--- src/rtl/register_file_writeback.sv ---
// rtl/register_file_writeback.sv - integer register file with write-back commit, read bypass and pending-write scoreboard
module register_file_writeback #(
  parameter int DATA_WIDTH = 32,
  parameter int REG_COUNT  = 32,
  parameter int ADDR_WIDTH = 5
) (
  input  logic                  clock,
  input  logic                  reset,
  input  logic                  write_enable,
  input  logic [ADDR_WIDTH-1:0] write_reg,
  input  logic [DATA_WIDTH-1:0] write_data,
  input  logic [ADDR_WIDTH-1:0] read_reg1,
  input  logic [ADDR_WIDTH-1:0] read_reg2,
  input  logic                  use_rs1,
  input  logic                  use_rs2,
  input  logic                  issue_valid,
  input  logic [ADDR_WIDTH-1:0] issue_reg,
  output logic [DATA_WIDTH-1:0] read_data1,
  output logic [DATA_WIDTH-1:0] read_data2,
  output logic                  busy1,
  output logic                  busy2,
  output logic                  stall
);

  logic [DATA_WIDTH-1:0] regs [REG_COUNT];
  logic [REG_COUNT-1:0]  pending;
  logic                  hit1;
  logic                  hit2;
  logic                  do_write;
  logic                  do_issue;

  assign do_write = write_enable && (write_reg != '0);
  assign do_issue = issue_valid && (issue_reg != '0);

  // The issue update comes last so a new producer overrides a completing one on the same index.
  always_ff @(posedge clock) begin
    if (!reset) begin
      for (int i = 0; i < REG_COUNT; i++) begin
        regs[i] <= '0;
      end
      pending <= '0;
    end else begin
      if (do_write) begin
        regs[write_reg]    <= write_data;
        pending[write_reg] <= 1'b0;
      end
      if (do_issue) begin
        pending[issue_reg] <= 1'b1;
      end
    end
  end

  assign hit1 = write_enable && (write_reg == read_reg1);
  assign hit2 = write_enable && (write_reg == read_reg2);

  // Outputs are forced quiet while reset is held, regardless of bypass.
  assign read_data1 = (!reset || read_reg1 == '0) ? '0 : (hit1 ? write_data : regs[read_reg1]);
  assign read_data2 = (!reset || read_reg2 == '0) ? '0 : (hit2 ? write_data : regs[read_reg2]);

  assign busy1 = reset && (read_reg1 != '0) && pending[read_reg1] && !hit1;
  assign busy2 = reset && (read_reg2 != '0) && pending[read_reg2] && !hit2;

  assign stall = (use_rs1 && busy1) || (use_rs2 && busy2);

endmodule

--- config.mk ---
export PLATFORM = sky130hd
export DESIGN_NAME = register_file_writeback
export DESIGN_NICKNAME = d
export VERILOG_FILES = /design/src/rtl/register_file_writeback.sv
export SDC_FILE = /design/constraint.sdc
export NUM_CORES = 2
export LEC_CHECK = 0
export ABC_AREA = 1
export BUFFER_PORTS_ARGS = -buffer_cell sky130_fd_sc_hd__buf_2
export CAP_MARGIN = 20
export CORE_MARGIN = 4
export CORE_UTILIZATION = 45
export DETAILED_ROUTE_END_ITERATION = 8
export SETUP_SLACK_MARGIN = 0.5
export SLEW_MARGIN = 20
export SYNTH_ARGS = -nofsm -noshare
export SYNTH_HDL_FRONTEND = slang
export SYNTH_SLANG_ARGS = --single-unit
export TNS_END_PERCENT = 10
--- constraint.sdc ---
create_clock -name clock -period 4.95 [get_ports clock]
set_input_delay 0.7425 -clock clock [delete_from_list [all_inputs] [get_ports clock]]
set_output_delay 0.7425 -clock clock [all_outputs]
set_load 0.05 [all_outputs]
**After elaboration in Yosys (flattened, before gate mapping)**

Memories as Yosys holds them, arrays and structs flattened.
Cells that the tools add are included.
W data, S select, Z words.

- Bits in writable memories: 1,024
- Latch bits: 0
- Memories: 1
- Word-level logic and storage cells: 62
- Memory bits (read-only): 0
- Input bits: 58
- Output and inout bits: 67
- Register bits after elaboration: 32

- $lt $le $gt $ge: 6
- Multiply operators: 0
- Add/sub/neg operators: 0
- Bitwise gates (word level): 3
- Shifts and indexed selects: 0
- Reduce and logical (&&, ||, !) cells: 27
- Divide/modulo/power cells: 0
- Equality and inequality tests: 2
- Mux-type cells: 22

Memories:

| memory | words | width | read ports | clocked after memory_dff | wr ports | line | RTL |
|---|---|---|---|---|---|---|---|
| regs | 32 | 32 | 2 | 0 | 32 | 25 | `logic [DATA_WIDTH-1:0] regs [REG_COUNT];` |

Operators with widths:

| cell | number |
|---|---|
| $mux W32 | 8 |
| $and A32 B32 Y32 | 1 |
| $not A32 Y32 | 1 |
| $or A32 B32 Y32 | 1 |
| $reduce_or A32 Y1 | 1 |
| $lt A5 B6 Y1 const B | 4 |
| $reduce_bool A5 Y1 | 4 |
| $logic_and A1 B1 Y1 | 14 |
| $bmux W1 S5 | 2 |
| $demux W1 S5 | 2 |
| $eq A5 B5 Y1 | 2 |
| $ge A5 B1 Y1 const B | 2 |
| $logic_not A5 Y1 | 2 |
| $mux W1 | 9 |
| $mux W5 | 1 |
| $logic_not A1 Y1 | 3 |
| $logic_or A1 B1 Y1 | 3 |

**Depth between registers and ports, before layout**

- Depth in word-level cells: 10
- Depth in mapped cells: 14

**Worst setup path after synthesis**

No wires, ideal clock.

- Path kind: input to register
- Start point: input write_reg[3]
- End point: memory regs[9][0], enable pin
- Required time: 4.482 ns
- Setup slack: 1.052 ns
- Stages on the path: 4
- Arrival time: 3.430 ns
- Setup time: 0.468 ns
- Cells stage by stage: inv_2 > nor3_2 > nand2_1 > o21ai_0

RTL lines:

| item | line | RTL |
|---|---|---|
| start: declaration | 10 | `input logic [ADDR_WIDTH-1:0] write_reg,` |
| end: declaration | 25 |  |

**Final worst setup path**

- Start point: input read_reg1[2]
- End point: output read_data1[19]

- Longest elaborated chain between the ends: 4
- Elaborated cells on any way between the ends: 7
- Classes of those cells: eq/ne: 1; mux: 2; reduce/logical: 3; memory: 1

RTL lines:

| item | line | RTL |
|---|---|---|
| start: declaration | 12 | `input logic [ADDR_WIDTH-1:0] read_reg1,` |
| parallel branches: the longest is 3 deep, another holds $mem_v2 Z32 W32 | - |  |
| $mux W32 (*) | 57 | `assign read_data1 = (!reset \|\| read_reg1 == '0) ? '0 : (hit1 ? write_data : regs[read_reg1]);` |
| end: declaration | 18 | `output logic [DATA_WIDTH-1:0] read_data1,` |

Mark *: on every way between the ends.

==> metrics <==
status finished, final reports clean; CP Buf/Inv Count 3; count of different cell masters after synthesis 30; Fin. Hold Viols 0; slowest stage delay, CP 0.97 ns; synthesized area per cell 8.05 um2; Crit Path Category in -> out; Worst Hold Path Cells 2; setup slack after layout 0.643 ns; Final Util 50.0%; drc violations 0; Placer Congestion 0.901; most common cell in the netlist nand2_1; Initial Utilization 45.5%; Synth area leader edfxtp_1; clk sinks 1056; Synth top cells by count 1972 x nand2_1, 1221 x nor2_1, 1024 x edfxtp_1; first-pass GRT wire length 343000 um; unrepaired setup endpoints after global routing false; synth warn 0; Largest delay share family, worst path buffers and inverters; fin nets 7094; Worst EP required 4.21 ns; setup bufs post-CTS 0; initial DRC count 8963; via count 54.1k; Main synth FF type edfxtp_1; crit path cell chain buf_6 > buf_4 > o21ai_0 > o21ai_0 > nand3_1 > nand3_1 > nand2_1 > buf_2; count of final setup violators 0; flops & latches, synth 1056; synth-to-layout area growth 9.80%; Clock transition at path regs 0.06 ns; post-CTS resize count 0; Setup TNS 0 ns; gr usage total 34.5%; DR vias/cell 6.11; fin. max-slew vios 0; total clock buffers created by CTS 115; post-synth top area share 52.8%; crit path max-delay cell type buf_4; Worst VDD drop 294 uV; DRT antenna net count 0; maxcap violations 0; Async SR Flop Fraction 0%; GRT Residual Overflow 0; worst slew pin tran 1.21 ns; dpl hpwl 133000 um; CTS HTree Levels 3; Worst EP arrival 3.56 ns; Worst setup EP type output port; Min Hold Slack 0.451 ns; clk_skew 0 ns; Chip Height 368 um; clk buf depth 3; largest net degree at the start of global routing 202; HP Class reg -> reg; Final period util 87.0%; Crit path depth 8; clk root buf clkbuf_16; layout cells sized above 1 7.67%; initial antenna violation count 7; P_leak 25.6 nW; Max Clk Rate 232 MHz; die area 135000 um2; CTS tree yes; post-synthesis sequential area ratio 53.9%; DRT Pass-1 Iters 8; Pwr Total 22.1 mW; CP Launch Type primary input; post-synthesis instance total 7236; Post-Syn Area 58300 um2; max_slew headroom 19.1%; row cnt 131; pwr dens 345 nW/um2; I/O Buffers 124; Post-Route WL 241000 um; post-place setup slack 0.827 ns; critical-path maximum fanout 62; Post-synth EDFFs 1024; post-route minimum period 4.31 ns; Die W 368 um; FF-to-FF path depth 2; core box area 128000 um2; Clock Latency Late Sink 0.73 ns; Ports 125; WL/cell 27.2 um; synth top area cells edfxtp_1 53%, nand2_1 13%, nor2_1 7.9%; hold buffer count at CTS 0; vias in the first global route 49.6k
worst paths after layout:
check | from | end | slack (ns)
setup / recovery | read_reg1[2] | read_data1[19] | 0.64
hold / removal | pending[0] | pending[0] | 0.45
setup reg to reg | pending[14] | pending[14] | 4.30
hold reg to reg | pending[0] | pending[0] | 0.45
layer usage:
metal	vias to the layer above	track usage, %	share of wire, %
li1	23701	-	-
met1	25684	45.6	37
met3	849	9.92	14
met5	-	0	0
met2	3882	51.3	43
met4	0	18.5	6.3
cells in the final DEF, fill, tap and decap left out, types with 117 or more instances in the layout:
master | Yosys | routed
edfxtp_1 | 1024 | 1024
nand3_1 | 839 | 834
nand2_1 | 1972 | 1941
inv_1 | 358 | 332
buf_4 | 22 | 120
nor2_1 | 1221 | 1221
clkbuf_16 | 0 | 117
o211ai_1 | 233 | 233
o21ai_0 | 342 | 341
a21oi_1 | 455 | 455
cell families (layout without fill, tap and decap cells):
family                 Yosys count  in the layout  share of synthesized area (%)
other                            1             33                        0.00644
buffers and inverters         1020            884                           7.29
flip-flops                    1056           1056                           53.9
AND/OR/NAND/NOR               4103           4103                           28.7
XOR/XNOR                         1              1                         0.0150
AO/OA/AOI/OAI                 1055           1055                           10.1
report_power, final:
group	switching, mW	total [mW]	internal [mW]	leakage (nW)
logic	2.42	3.17	0.753	13.8
registers	0.219	10.5	10.3	10.0
clock network	3.80	8.41	4.61	1.73
total	6.44	22.1	15.6	25.6
state kept, by name, summed over array words and instances, names as in the netlist:
signal and cells:
pending 32, regs 1024
area by class of cell:
| cell class | instances | area (um2) |
|---|---|---|
| diodes | 1 | 2.50 |
| clock buffers | 142 | 3000 |
| clock inverters | 70 | 557 |
| fillers | 12002 | 64000 |
| inverters | 391 | 1490 |
| multi-input cells | 5191 | 22900 |
| flip-flops and latches | 1056 | 31400 |
| well taps | 1729 | 2160 |
| repair buffers | 281 | 2480 |
metrics by stage:
stage / instances / instance area, um2
floorplan: 7267 / 58400
global placement: 8642 / 60300
detailed placement: 8643 / 60300
CTS: 8855 / 63900
global route: 8860 / 64000
finish: 8861 / 64000
worst reg2reg max path: stages, from the launching register on:
cell     delay (ns)
dfxtp_1        0.31
inv_1          0.11
o22ai_1        0.09
No activity file was read; power rests on OpenSTA's default activity.
